==> config.mk <==
export PLATFORM = sky130hd
export DESIGN_NAME = l1d_evict_wb_buffer
export DESIGN_NICKNAME = d
export VERILOG_FILES = /design/src/rtl/l1d_evict_wb_buffer.sv
export SDC_FILE = /design/constraint.sdc
export NUM_CORES = 1
export LEC_CHECK = 0
export ABC_AREA = 1
export ABC_CLOCK_PERIOD_IN_PS = 7400
export CAP_MARGIN = 15
export CORE_UTILIZATION = 55
export CTS_CLUSTER_SIZE = 30
export DETAILED_ROUTE_END_ITERATION = 10
export PLACE_DENSITY = 0.82
export SYNTH_ARGS = -nofsm -noshare
export SYNTH_HDL_FRONTEND = slang
export SYNTH_SLANG_ARGS = --single-unit
==> constraint.sdc <==
create_clock -name clk -period 7.4 [get_ports clk]
set_clock_uncertainty 0.15 [all_clocks]
set_input_delay 1.48 -clock clk [delete_from_list [all_inputs] [get_ports clk]]
set_output_delay 1.48 -clock clk [all_outputs]
set_load 0.03 [all_outputs]
==> src/rtl/l1d_evict_wb_buffer.sv <==
// l1d_evict_wb_buffer: collects evicted dirty-line beats from the L1D data pipe into
// NUM_ENTRIES line buffers and drains them in fill order over a vld/rdy write-back port.
module l1d_evict_wb_buffer #(
  parameter  int DATA_WIDTH  = 64,
  parameter  int BEATS       = 4,
  parameter  int NUM_ENTRIES = 2,
  parameter  int TAG_WIDTH   = 20,
  parameter  int INDEX_WIDTH = 6,
  parameter  int ID_WIDTH    = 4,
  localparam int OFS_W       = $clog2(BEATS),
  localparam int PTR_W       = $clog2(NUM_ENTRIES)
) (
  input  logic                                 clk,
  input  logic                                 rst_n,
  input  logic                                 evict_beat_vld,
  input  logic [TAG_WIDTH-1:0]                 evict_beat_tag,
  input  logic [INDEX_WIDTH-1:0]               evict_beat_index,
  input  logic                                 evict_beat_last,
  input  logic [ID_WIDTH-1:0]                  evict_beat_id,
  input  logic [DATA_WIDTH-1:0]                evict_beat_data,
  output logic                                 buf_avail,
  output logic                                 wb_vld,
  input  logic                                 wb_rdy,
  output logic [TAG_WIDTH+INDEX_WIDTH+OFS_W-1:0] wb_addr,
  output logic [DATA_WIDTH-1:0]                wb_data,
  output logic                                 wb_last,
  output logic [ID_WIDTH-1:0]                  wb_id,
  output logic                                 evict_done_en,
  output logic [ID_WIDTH-1:0]                  evict_done_id,
  output logic                                 overflow_err
);

  typedef struct packed {
    logic [TAG_WIDTH-1:0]   tag;
    logic [INDEX_WIDTH-1:0] index;
    logic [ID_WIDTH-1:0]    id;
  } meta_t;

  typedef enum logic [1:0] {IDLE, SEND, DONE} st_t;

  logic [NUM_ENTRIES-1:0][BEATS-1:0][DATA_WIDTH-1:0] line_data;
  meta_t [NUM_ENTRIES-1:0]                           line_meta;
  logic  [NUM_ENTRIES-1:0]                           full;
  logic  [PTR_W-1:0]                                 fill_ptr, drain_ptr;
  logic  [OFS_W-1:0]                                 beat_cnt, wb_cnt;
  st_t                                               state;
  meta_t                                             cur_meta;
  logic                                              fill_en, beat_end;

  // The entry being drained stays owned by the drain side until DONE frees it.
  assign buf_avail = !full[fill_ptr] && !((state != IDLE) && (drain_ptr == fill_ptr));
  assign fill_en   = evict_beat_vld && buf_avail;
  assign beat_end  = (beat_cnt == OFS_W'(BEATS - 1));

  // Line storage: payload needs no reset, only the full flags qualify it.
  always_ff @(posedge clk) begin
    if (fill_en) begin
      line_data[fill_ptr][beat_cnt] <= evict_beat_data;
      if (beat_cnt == '0)
        line_meta[fill_ptr] <= '{tag: evict_beat_tag, index: evict_beat_index, id: evict_beat_id};
    end
  end

  // Fill side bookkeeping: beat counter, fill pointer, full flags, sticky error.
  always_ff @(posedge clk or negedge rst_n) begin
    if (!rst_n) begin
      fill_ptr     <= '0;
      beat_cnt     <= '0;
      full         <= '0;
      overflow_err <= 1'b0;
    end else begin
      if (state == DONE)
        full[drain_ptr] <= 1'b0;
      if (fill_en) begin
        if (evict_beat_last) begin
          // A short line is still closed so the MSHR handshake completes.
          full[fill_ptr] <= 1'b1;
          fill_ptr       <= fill_ptr + PTR_W'(1);
          beat_cnt       <= '0;
          if (!beat_end) overflow_err <= 1'b1;
        end else if (beat_end) begin
          // Missing last: restart the line in place rather than spill into the next entry.
          beat_cnt     <= '0;
          overflow_err <= 1'b1;
        end else begin
          beat_cnt <= beat_cnt + OFS_W'(1);
        end
      end else if (evict_beat_vld) begin
        overflow_err <= 1'b1;
      end
    end
  end

  // Drain FSM: IDLE waits for the head entry, SEND streams beats, DONE frees and reports.
  always_ff @(posedge clk or negedge rst_n) begin
    if (!rst_n) begin
      state     <= IDLE;
      drain_ptr <= '0;
      wb_cnt    <= '0;
    end else begin
      case (state)
        IDLE: if (full[drain_ptr]) begin
          state  <= SEND;
          wb_cnt <= '0;
        end
        SEND: if (wb_rdy) begin
          if (wb_cnt == OFS_W'(BEATS - 1)) state <= DONE;
          else                              wb_cnt <= wb_cnt + OFS_W'(1);
        end
        DONE: begin
          drain_ptr <= drain_ptr + PTR_W'(1);
          state     <= IDLE;
        end
        default: state <= IDLE;
      endcase
    end
  end

  assign cur_meta      = line_meta[drain_ptr];
  assign wb_vld        = (state == SEND);
  assign wb_last       = (state == SEND) && (wb_cnt == OFS_W'(BEATS - 1));
  assign wb_addr       = {cur_meta.tag, cur_meta.index, wb_cnt};
  assign wb_data       = line_data[drain_ptr][wb_cnt];
  assign wb_id         = cur_meta.id;
  assign evict_done_en = (state == DONE);
  assign evict_done_id = cur_meta.id;

endmodule

# Word-level counts from Yosys, hierarchy flattened
# Index checks and enable logic that the tools add are counted.
# word_totals
regBits,583
input_bits,99
out_inout_bits,105
wordCells,105
# op_classes
addsub,4
order_cmp,7
eq_ne,11
mux,40
n_bitwise,3
n_reduce_logical,19
# op_table
op,count
2-to-1 mux 256 bit,3
bitwise mux 512 bit,1
demux 256 bit (select 1 bit),1
binary-select mux 64 bit (select 2 bit),1
demux 64 bit (select 2 bit),1
2-to-1 mux 64 bit,2
2-to-1 mux 30 bit,3
bitwise mux 60 bit,1
demux 30 bit (select 1 bit),1
2-to-1 mux 2 bit,11
2-to-1 mux 1 bit,11
one-hot mux 2 bit (2 select lines),2
logical AND 1 bit,7
equality test 2 bit (second input constant),3
less-than comparator 2 x 3 -> 1 bit (second input constant),2
AND reduction 3 bit,2
nonzero test 2 bit,3
adder 2 x 1 -> 2 bit (second input constant),2
logical NOT 2 bit,2
less-than comparator 1 x 2 -> 1 bit (second input constant),2
!= test 2 x 1 -> 1 bit (second input constant),2
!= test 2 bit (second input constant),2
AND reduction 2 bit,2
AND reduction 4 bit,1
12 further kinds,16

# Longest topological paths before layout
# depth
depth_word,10
depth_mapped,9
mapped_depth_nobuf,8

# Worst setup path before layout
# No wires, ideal clock.
# synth_timing
kind,input-to-reg
from,in evict_beat_vld
to,reg line_data[256] in the netlist's numbering (enable)
setup_time_ps,486
arrival_ps,4510
required_ps,6764
path_slack_ps,2253
stages,4
path_buffers,0
path_cell_list,inv_1 > nor2_4 > nand2_1 > nor2_1
# synth_via
elab_chain_len,1
# synth_lines
item,line_no,source
from (decl),15,"input logic evict_beat_vld,"
logical AND 1 bit,52,assign fill_en = evict_beat_vld && buf_avail;
"to (signal, indexed assignment)",58,line_data[fill_ptr][beat_cnt] <= evict_beat_data;
to (decl),41,logic [NUM_ENTRIES-1:0][BEATS-1:0][DATA_WIDTH-1:0] line_data;
# Every way passes these cells.
# A chain may end at the register's enable or synchronous reset.

# Final worst setup path
# layout_timing
from,reg drain_ptr
to,out wb_data[1]
# layout_via
elab_chain_len,4
# layout_lines
item,line_no,source
from (decl),44,"logic [PTR_W-1:0] fill_ptr, drain_ptr;"
from (signal assigned),111,drain_ptr <= drain_ptr + PTR_W'(1);
2-to-1 mux 256 bit (not written as such) (2 in series),123,assign wb_data = line_data[drain_ptr][wb_cnt];
binary-select mux 64 bit (select 2 bit),123,
2-to-1 mux 64 bit (not written as such),123,
to (decl),25,"output logic [DATA_WIDTH-1:0] wb_data,"
# Every way passes these cells. The select of a mux whose other input is x is not followed.

==> results_dict.tcl <==
set metrics [dict create \
    ios 204 \
    cts_root_buf "clkbuf_16" \
    io_buffers 203 \
    final_hold_viol_count 0 \
    core_sq_um 40800 \
    vias 14400 \
    period_share 0.777 \
    clock-sinks 583 \
    min_to "overflow_err" \
    drt-met1-wl_microns 20100 \
    p_per_area_nw_per_um2 386 \
    drc 0 \
    path_buf_inv 3 \
    htree_levels 2 \
    ys_seq_elements 583 \
    die_y_microns 205 \
    synth_edf_count 572 \
    fin_tns_setup_ps 0 \
    ant_nets 0 \
    cts_buffer_depth 3 \
    syn-num-nets 1865 \
    post-cts-setup-buffer-count 0 \
    dieArea_sq_um 42200 \
    wl_per_cell_microns 20.2 \
    clock_latency_ps 590 \
    maxCapViolations 0 \
    drt-initial-drc-count 1360 \
    routed.top_layer "met4" \
    nets 2038 \
    cts_tree "done" \
    place_inst 2410 \
    slew_headroom 0.259 \
    clkTransAtPathRegs_ps 60 \
    slew_viol_final 0 \
    critPathTopFamily "buffers and inverters" \
    seq_area_frac_synth 0.767 \
    fin_cells 2508 \
    layout-drive-gt1-share 0.0532 \
    synthCells 1761 \
    leakage_nw 9.09 \
    wl_met2_microns 25200 \
    r2r_end "line_data[272]" \
    hold_path.class "reg -> reg" \
    routed_wl_microns 50700 \
    vdd_ir_drop_max_mv 0.361 \
    fillers 2866 \
    netlist_area_sq_um 22700 \
    start_util 0.557 \
    globalRoute.totalOverflow 0 \
    holdPathStages 2 \
    crit_type "reg -> out" \
    worstRegToRegCells 8 \
    start_kind "flip-flop" \
    grt_use_total 0.241 \
    status "complete, no violations" \
    antenna_found_initial 5 \
    synth.most_common_cell "edfxtp_1" \
    worst_slew_pin_slew_ps 1110 \
    async_flop_share 0.0189 \
    yosys-top-cells-area "edfxtp_1, nor2_1, nand2_1" \
    yosys.area.top_type "edfxtp_1" \
    synth_top_area_frac 0.755 \
    holdBufCountCts 0 \
    cpMaxStageDelayCell "buf_4" \
    rsz0062_at_grt "no" \
    slowest_delay_ps 750 \
    ctsResizeCount 0 \
    place_congestion 0.781 \
    ys.flop_type "edfxtp_1" \
    yosys_warnings 0 \
    grt_max_degree 219 \
    setup_viol 0 \
    r2r_start "drain_ptr" \
    endpoint_kind "primary output" \
    synth.avg_cell_area_sq_um 12.9 \
    wl_met3_microns 4030 \
    crit_cells 7 \
    path_cells "buf_12, buf_4, o21ai_0, o21ai_1, a21oi_1, a31oi_1, clkdlybuf4s50_1" \
    synth_cell_types 25 \
    worstHoldStart "overflow_err" \
    die_w_microns 205 \
    crit_start "drain_ptr" \
    cp.arrival_ps 4120 \
    cts_buffers 54 \
    fp-row-count 74 \
    grt_pass1_vias 14200 \
    r2r_slack_ps 3290 \
    dr.pass1.iters 6 \
    worst-path-max-fanout 218 \
    synth_commonest_cells "edfxtp_1, nor2_1, nand2_1" \
    timing.fmax_mhz 174 \
    dp_hpwl_microns 26800 \
    cp.required_ps 5770 \
    area_delta_synth_final_pct 17.2 \
    grt_first_pass_wirelength_microns 77000 \
    finalCriticalPeriod_ps 5750 \
    vias_per_cell 5.72 \
]
-- metrics by stage --
step / setup slack [ps] / hold slack, ps / instance area, sq um / total power, mW / utilization
3_3_place_gp: 2430 / 296 / 25100 / 7.75 / 0.614
4_1_cts: 1780 / 345 / 26600 / 10.3 / 0.652
3_5_place_dp: 2390 / 329 / 25100 / 7.83 / 0.614
5_1_grt: 1520 / 386 / 26600 / 10.8 / 0.652
6_report: 1650 / 337 / 26600 / 10.3 / 0.652
2_1_floorplan: 2250 / 341 / 22700 / 6.47 / -
-- how the worst max path moves through the flow --
stage	endpoint
final	wb_data[1]
after detailed placement	wb_data[1]
after CTS	wb_data[59]
after global placement	wb_data[59]
after global routing	wb_data[1]
after floorplan	line_data[256]
-- worst register-to-register path, cell delays in order, from the launching register on --
cell     delay (ps)
dfrtp_4         520
inv_8           670
nand2_1         160
nand3_2         140
nand2_2          90
nor2_4          160
nand2_1         280
nor2_4          780
buf_4           760
-- logic make-up after synthesis --
kind of cell    share of synthesized area
simple gates                        0.107
flops                               0.767
compound gates                     0.0908
buf+inv                            0.0311
fa+ha+maj                         0.00275
xor+xnor                         0.000385
-- where the power goes --
| part | internal, mW | switching [mW] |
|---|---|---|
| Clock | 1.37 | 1.12 |
| Sequential | 3.78 | 0.0999 |
| Combinational | 1.28 | 2.62 |
-- layer usage --
layer,vias to the layer above,global-route usage
met3,105,0.0483
met2,620,0.406
met4,0,0.101
met5,-,0
met1,6999,0.306
li1,6628,-
-- layout by cell type (no fill, tap or decap), types with 4 or more instances in the layout --
| cell type | Yosys | layout |
|---|---|---|
| edfxtp_1 | 572 | 572 |
| nor2_1 | 333 | 323 |
| nand2_1 | 299 | 299 |
| o21ai_0 | 206 | 206 |
| clkdlybuf4s50_1 | 0 | 203 |
| a21oi_1 | 65 | 65 |
| a31oi_1 | 64 | 64 |
| o21ai_1 | 60 | 60 |
| clkbuf_16 | 0 | 55 |
| clkbuf_1 | 46 | 23 |
| buf_4 | 16 | 22 |
| inv_1 | 23 | 21 |
| clkinv_1 | 0 | 10 |
| nor2_4 | 1 | 9 |
| dfrtp_1 | 11 | 8 |
| nand3_1 | 5 | 5 |
| ha_1 | 5 | 5 |
| diode_2 | 0 | 4 |
| clkinv_2 | 0 | 4 |
-- registers in the layout, indices dropped and copies added, names as in the netlist --
signal and cells:
beat_cnt 2, drain_ptr 1, fill_ptr 1, full 2, line_data 512, line_meta 60, overflow_err 1, state 2
wb_cnt 2
-- area by class of cell --
type                       instances  area (sq um)  share of cell area
sequential                       583         17500               0.655
clock buffer                      79          1480              0.0554
multi-input combinational       1045          4640               0.174
inverter                          24           100             0.00376
antenna                            4          10.0            0.000376
timing repair buffer             226          2220              0.0832
tap                              532           666              0.0250
clock inverter                    15          66.3             0.00249
(Power assumes the default switching activity.)
